### src/rtl/info_key_route_merge_if.sv
// rtl/info_key_route_merge_if.sv - source/destination stream bundle for info_key_route_merge
interface info_key_route_merge_if #(
    parameter int SRC_W     = 2,
    parameter int DST_W     = 2,
    parameter int KEY_W     = 12,
    parameter int PAYLOAD_W = 48,
    parameter int FIFO_AW   = 4
);
    localparam int NS = 2 ** SRC_W;
    localparam int ND = 2 ** DST_W;
    localparam int IW = KEY_W + PAYLOAD_W;
    localparam int LW = FIFO_AW + 1;

    logic [NS-1:0]    s_valid;
    logic [NS-1:0]    s_ready;
    logic [NS*IW-1:0] s_info;
    logic [ND-1:0]    m_valid;
    logic [ND-1:0]    m_ready;
    logic [ND*IW-1:0] m_info;
    logic [ND*LW-1:0] m_level;

    modport slave  (input  s_valid, s_info, m_ready, output s_ready, m_valid, m_info, m_level);
    modport master (output s_valid, s_info, m_ready, input  s_ready, m_valid, m_info, m_level);
endinterface

### src/rtl/info_key_route_merge.sv
// rtl/info_key_route_merge.sv - merge NS keyed sources into ND per-destination show-ahead FIFOs
// Optional route counter output enabled by defining INFO_ROUTE_CNT_EN.
module info_key_route_merge #(
    parameter int SRC_W     = 2,
    parameter int DST_W     = 2,
    parameter int KEY_W     = 12,
    parameter int PAYLOAD_W = 48,
    parameter int FIFO_AW   = 4,
    parameter int MODE      = 0
) (
    input  logic                  clk,
    input  logic                  rst,
    input  logic                  in_finish,
    info_key_route_merge_if.slave bus,
    output logic                  busy
`ifdef INFO_ROUTE_CNT_EN
    ,
    output logic [31:0]           route_cnt
`endif
);
    localparam int NS    = 2 ** SRC_W;
    localparam int ND    = 2 ** DST_W;
    localparam int IW    = KEY_W + PAYLOAD_W;
    localparam int LW    = FIFO_AW + 1;
    localparam int DEPTH = 2 ** FIFO_AW;

    logic               start_q, start_d;
    logic [SRC_W-1:0]   rr_q, rr_d;
    logic               pipe_vld_q, pipe_vld_d;
    logic [DST_W-1:0]   pipe_dst_q, pipe_dst_d;
    logic [IW-1:0]      pipe_info_q, pipe_info_d;
    logic [IW-1:0]      mem_q [ND][DEPTH];
    logic [IW-1:0]      mem_d [ND][DEPTH];
    logic [FIFO_AW-1:0] wptr_q [ND];
    logic [FIFO_AW-1:0] wptr_d [ND];
    logic [FIFO_AW-1:0] rptr_q [ND];
    logic [FIFO_AW-1:0] rptr_d [ND];
    logic [LW-1:0]      level_q [ND];
    logic [LW-1:0]      level_d [ND];

    logic [KEY_W-1:0]   key_s [NS];
    logic               found;
    logic [SRC_W-1:0]   gnt;
    logic [ND-1:0]      pop;
    logic               push_ok;
    logic               can_grant;
    logic               accept;

    // MODE 0 keeps the strictly smaller key, so ties stay with the lower index.
    always_comb begin : arbiter
        int idx;
        idx   = 0;
        found = 1'b0;
        gnt   = '0;
        for (int i = 0; i < NS; i++) key_s[i] = bus.s_info[i*IW + PAYLOAD_W +: KEY_W];
        for (int k = 0; k < NS; k++) begin
            idx = (MODE == 1) ? (int'(rr_q) + k) % NS : k;
            if (bus.s_valid[idx] && (!found || (MODE == 0 && key_s[idx] < key_s[gnt]))) begin
                found = 1'b1;
                gnt   = SRC_W'(idx);
            end
        end
    end

    // A full FIFO still accepts the pipeline entry when its head is popped this cycle.
    always_comb begin : flow
        for (int d = 0; d < ND; d++) pop[d] = (level_q[d] != '0) && bus.m_ready[d];
        push_ok     = pipe_vld_q && ((level_q[pipe_dst_q] != LW'(DEPTH)) || pop[pipe_dst_q]);
        can_grant   = start_q && !rst && (!pipe_vld_q || push_ok);
        accept      = can_grant && found;
        bus.s_ready = accept ? (NS'(1) << gnt) : '0;
    end

    always_comb begin : next_state
        start_d     = start_q | in_finish;
        rr_d        = accept ? gnt + 1'b1 : rr_q;
        pipe_vld_d  = accept || (pipe_vld_q && !push_ok);
        pipe_dst_d  = accept ? key_s[gnt][DST_W-1:0] : pipe_dst_q;
        pipe_info_d = accept ? bus.s_info[int'(gnt)*IW +: IW] : pipe_info_q;
        mem_d       = mem_q;
        for (int d = 0; d < ND; d++) begin
            wptr_d[d]  = wptr_q[d];
            rptr_d[d]  = rptr_q[d];
            level_d[d] = level_q[d];
            if (push_ok && pipe_dst_q == DST_W'(d)) begin
                mem_d[d][wptr_q[d]] = pipe_info_q;
                wptr_d[d]           = wptr_q[d] + 1'b1;
                level_d[d]          = level_d[d] + LW'(1);
            end
            if (pop[d]) begin
                rptr_d[d]  = rptr_q[d] + 1'b1;
                level_d[d] = level_d[d] - LW'(1);
            end
        end
    end

    always_ff @(posedge clk) begin
        if (rst) begin
            start_q     <= 1'b0;
            rr_q        <= '0;
            pipe_vld_q  <= 1'b0;
            pipe_dst_q  <= '0;
            pipe_info_q <= '0;
            for (int d = 0; d < ND; d++) begin
                wptr_q[d]  <= '0;
                rptr_q[d]  <= '0;
                level_q[d] <= '0;
            end
        end else begin
            start_q     <= start_d;
            rr_q        <= rr_d;
            pipe_vld_q  <= pipe_vld_d;
            pipe_dst_q  <= pipe_dst_d;
            pipe_info_q <= pipe_info_d;
            for (int d = 0; d < ND; d++) begin
                wptr_q[d]  <= wptr_d[d];
                rptr_q[d]  <= rptr_d[d];
                level_q[d] <= level_d[d];
            end
        end
    end

    // Storage needs no reset: m_info is masked whenever a FIFO is empty.
    always_ff @(posedge clk) begin
        mem_q <= mem_d;
    end

    always_comb begin : outputs
        bus.m_valid = '0;
        bus.m_level = '0;
        bus.m_info  = '0;
        for (int d = 0; d < ND; d++) begin
            bus.m_valid[d]             = level_q[d] != '0;
            bus.m_level[d*LW +: LW]    = level_q[d];
            bus.m_info[d*IW +: IW]     = (level_q[d] != '0) ? mem_q[d][rptr_q[d]] : '0;
        end
    end

    assign busy = pipe_vld_q;

`ifdef INFO_ROUTE_CNT_EN
    logic [31:0] route_cnt_q, route_cnt_d;

    always_comb begin
        route_cnt_d = (push_ok && route_cnt_q != '1) ? route_cnt_q + 32'd1 : route_cnt_q;
    end

    always_ff @(posedge clk) begin
        if (rst) route_cnt_q <= '0;
        else     route_cnt_q <= route_cnt_d;
    end

    assign route_cnt = route_cnt_q;
`endif
endmodule
### src/flat_wrapper.sv
// flat-port wrapper written by rule: the top's interface ports become plain ports
module info_key_route_merge_flat 
#(
    parameter int SRC_W     = 2,
    parameter int DST_W     = 2,
    parameter int KEY_W     = 12,
    parameter int PAYLOAD_W = 48,
    parameter int FIFO_AW   = 4,
    parameter int MODE      = 0
)
  (clk, rst, in_finish, busy, bus_s_valid, bus_s_info, bus_m_ready, bus_s_ready, bus_m_valid, bus_m_info, bus_m_level);
  info_key_route_merge_if #(.SRC_W(SRC_W), .DST_W(DST_W), .KEY_W(KEY_W), .PAYLOAD_W(PAYLOAD_W), .FIFO_AW(FIFO_AW)) bus_i ();
  input  logic clk;
  input  logic rst;
  input  logic in_finish;
  output logic busy;
  input wire logic [$bits(bus_i.s_valid)-1:0] bus_s_valid;
  input wire logic [$bits(bus_i.s_info)-1:0] bus_s_info;
  input wire logic [$bits(bus_i.m_ready)-1:0] bus_m_ready;
  output wire logic [$bits(bus_i.s_ready)-1:0] bus_s_ready;
  output wire logic [$bits(bus_i.m_valid)-1:0] bus_m_valid;
  output wire logic [$bits(bus_i.m_info)-1:0] bus_m_info;
  output wire logic [$bits(bus_i.m_level)-1:0] bus_m_level;
  assign bus_i.s_valid = bus_s_valid;
  assign bus_i.s_info = bus_s_info;
  assign bus_i.m_ready = bus_m_ready;
  assign bus_s_ready = bus_i.s_ready;
  assign bus_m_valid = bus_i.m_valid;
  assign bus_m_info = bus_i.m_info;
  assign bus_m_level = bus_i.m_level;
  info_key_route_merge #(.SRC_W(SRC_W), .DST_W(DST_W), .KEY_W(KEY_W), .PAYLOAD_W(PAYLOAD_W), .FIFO_AW(FIFO_AW), .MODE(MODE)) u_core (.clk(clk), .rst(rst), .in_finish(in_finish), .bus(bus_i), .busy(busy));
endmodule
### config.mk
export PLATFORM = sky130hd
export DESIGN_NAME = info_key_route_merge_flat
export DESIGN_NICKNAME = d
export VERILOG_FILES = /design/src/rtl/info_key_route_merge_if.sv /design/src/rtl/info_key_route_merge.sv /design/src/flat_wrapper.sv
export SDC_FILE = /design/constraint.sdc
export NUM_CORES = 2
export LEC_CHECK = 0
export CAP_MARGIN = 20
export CORE_MARGIN = 3
export CORE_UTILIZATION = 35
export CTS_CLUSTER_DIAMETER = 120
export DETAILED_ROUTE_END_ITERATION = 10
export PLACE_DENSITY = 0.54
export SLEW_MARGIN = 0
export SYNTH_ARGS = -nofsm -noshare
export SYNTH_HDL_FRONTEND = slang
export SYNTH_SLANG_ARGS = --single-unit
### constraint.sdc
create_clock -name clk -period 20.9 [get_ports clk]
set_input_delay 4.18 -clock clk [delete_from_list [all_inputs] [get_ports clk]]
set_output_delay 4.18 -clock clk [all_outputs]
set_load 0.05 [all_outputs]
==> impl_metrics.toml <==
[outcome]
outcome = "complete, no violations"

[logic_synthesis]
synth_area_leaders = "edfxtp_1 75%, mux4_2 18%, dfxtp_1 1.5%"
synth_area_per_cell_sq_um = 23.20
synth_ff_type = "edfxtp_1"
ys_ff_latch = 3956
yosysSeqAreaShare_pct = 76.81
yosysMostFrequentCell = "edfxtp_1"
netlist.area_leader.share_pct = 75.29
synth.top_cells.by_count = "3,840 x edfxtp_1, 1,201 x mux4_2, 281 x clkbuf_1"
synthArstFlopShare_pct = 0
synth_warnings = 0
ys_types = 66
yosys.area.top_type = "edfxtp_1"
synth_edf_count = 3840
syn_inst = 6602
syn-cell-area_sq_um = 153200
syn_nets = 6918

[die]
coreArea_sq_um = 435100
start_util_pct = 35.20
io_pins = 520
chipWidth_um = 667.5
core.rowCount = 242
chipHeight_um = 667.5
die-area_sq_um = 445600

[timing]
maxSlewHeadroom_pct = 19.82
max_freq_ghz = 0.05636
finalWorstSetupSlack_ns = 3.156
finClkSkew_ns = 0.04998
fin_crit_sh_pct = 84.90
slew_violations = 0
finalSetupTns_ns = 0
fin_crit_ns = 17.74
worstMarginPinSlew_ns = 1.203
finalSetupViolations = 0
finalHoldViolations = 0
rsz0062_at_grt = "no"

[worst_setup_path]
crit_type = "in2out"
critPathLaunchType = "input pin"
cp_max_fo = 49
crit_path_frequent_cell = "ha_1"
r2r_start = "u_core.level_q[1][0]$_SDFF_PP0_"
end_kind = "primary output"
arrival_ns = 13.56
r2r_setup_slack_ns = 15.21
cpMaxStageDelayCell = "clkdlybuf4s50_1"
ff2ff_path_depth = 10
timing.rr.end = "u_core.mem_q[1974]$_DFFE_PP_"
required_ns = 16.72
cpPeakStageDelay_ns = 0.92

[min_path]
min_to = "u_core.start_q$_SDFF_PP0_"
hold_path.startpoint = "u_core.start_q$_SDFF_PP0_"
hold_path_class = "reg2reg"
hold_path_depth = 2

[routing]
routed.top_layer = "met5"
drtIter0Drc = 7852
wl_met2_mm = 227.3
ant_nets = 0
drt-total-wl_mm = 448.9
wire_per_inst_um = 33.34
wl_met3_mm = 27.29
vias_per_cell = 5.427
route.detailed.drc = 0
met1_length_mm = 182.1
vias = 73063
firstDrtPassIters = 5

[power_and_ir_drop]
power_uw = 21650
total_leakage_power_uw = 0.05469
vdd_drop_max_mv = 0.1101
power_density_nw_per_um2 = 120.6

[global_routing]
grt_overflow_total = 0
grt_pass1_wl_mm = 617.6
grt_max_degree = 156
antenna_found_initial = 92
grt_pass1_vias = 75992
grt_usage_pct = 19.87

[final_layout]
multiInputGateArea_sq_um = 34340
area_growth_pct = 17.24
fillCellCount = 37426
register_area_sq_um = 117800
fin_nets = 7689
drive_above_1_share_pct = 28.72

[cts]
clock_latency_ns = 0.96
cts-hold-fix-buffers = 0
cts_root_buffer = "clkbuf_16"
path_clk_slew_ns = 0.06
cts.sinks = 3956
clockBufferDepth = 4
post_cts_buffers = 0
htree_levels = 5
cts_tree = "built"
cts_buffers = 408
cts-resized-gates = 0

[flow_run]
max-cap-violations = 0

[placement]
pre_cts_ws_ns = 3.145
port_buffers = 519
gp_congestion = 0.8174
hpwlAfterDp_mm = 249.0
placed cells by master (no fill, tap or decap), drive strengths merged, types with 19 or more instances in the layout:
master	n
xnor2	32
dfxtp	116
clkinv	200
nor3	19
bufinv	35
nand3	32
xor2	24
clkbuf	489
nor2	117
clkdlybuf4s50	518
ha	65
diode	19
a221oi	50
mux4	1201
edfxtp	3840
inv	64
and2	246
buf	216
nand2	122
mux2	52
a21oi	126
worst max-delay path by stage:
| stage | from | endpoint | slack (ns) | depth (start not counted) |
|---|---|---|---|---|
| after floorplan | bus_s_info[55] | bus_s_ready[0] | 6.62 | 27 |
| after global placement | bus_s_info[55] | bus_s_ready[0] | 3.06 | 27 |
| after detailed placement | bus_s_info[55] | bus_s_ready[0] | 3.14 | 27 |
| after CTS | bus_s_info[55] | bus_s_ready[0] | 3.08 | 27 |
| after global routing | bus_s_info[55] | bus_s_ready[0] | 2.67 | 27 |
| final | bus_s_info[55] | bus_s_ready[0] | 3.16 | 27 |
layer usage:
layer	up-vias	global-route usage [%]
met3	550	3.164
met4	16	5.000
met5	-	0
met1	40364	26.44
met2	2488	34.08
li1	29645	-
registers in the layout, summed over array words and instances, names as in the netlist, named ones only:
name	flops
u_core.level_q	20
u_core.start_q	1
u_core.pipe_info_q	60
u_core.rptr_q	16
u_core.busy	1
u_core.mem_q	3840
u_core.wptr_q	16
critical path, delay by kind of cell:
family	cells	cell delay [ns]
AOI/OAI and AO/OA	11	3.84
adders and majority gates	3	1.00
buffers and inverters	6	2.66
muxes	2	0.61
and+or+nand+nor	5	1.26
area by class of cell:
class / instances / area share, %
clock buffer: 489 / 5.931
multi-input combinational: 2225 / 19.12
timing repair buffer: 734 / 3.915
clock inverter: 258 / 1.316
sequential: 3956 / 65.59
tap: 5734 / 3.996
antenna: 19 / 0.02648
inverter: 48 / 0.1003
cell families after synthesis:
kind of cell,synth area share [%]
flops,76.81
fa+ha+maj,0.5310
compound gates,1.096
xor+xnor,0.3202
mux,18.12
buf+inv,1.094
simple gates,2.027
where the power goes:
part	switching, uW	total, uW	internal [uW]	leakage, uW
Combinational	3340	5430	2080	0.0122
Sequential	159	9110	8950	0.0361
Clock	3050	7110	4070	0.00639
per-stage QoR:
step / hold slack [ns] / std cells / util [%] / instance area, sq um
after global placement: 0.5071 / 12689 / 38.21 / 166300
after detailed placement: 0.5019 / 12690 / 38.22 / 166300
after CTS: 0.5133 / 13437 / 41.21 / 179300
after global routing: 0.5221 / 13449 / 41.26 / 179500
after floorplan: 0.4376 / 6602 / - / 153200
final: 0.5120 / 13463 / 41.27 / 179600
(Power assumes the default switching activity.)
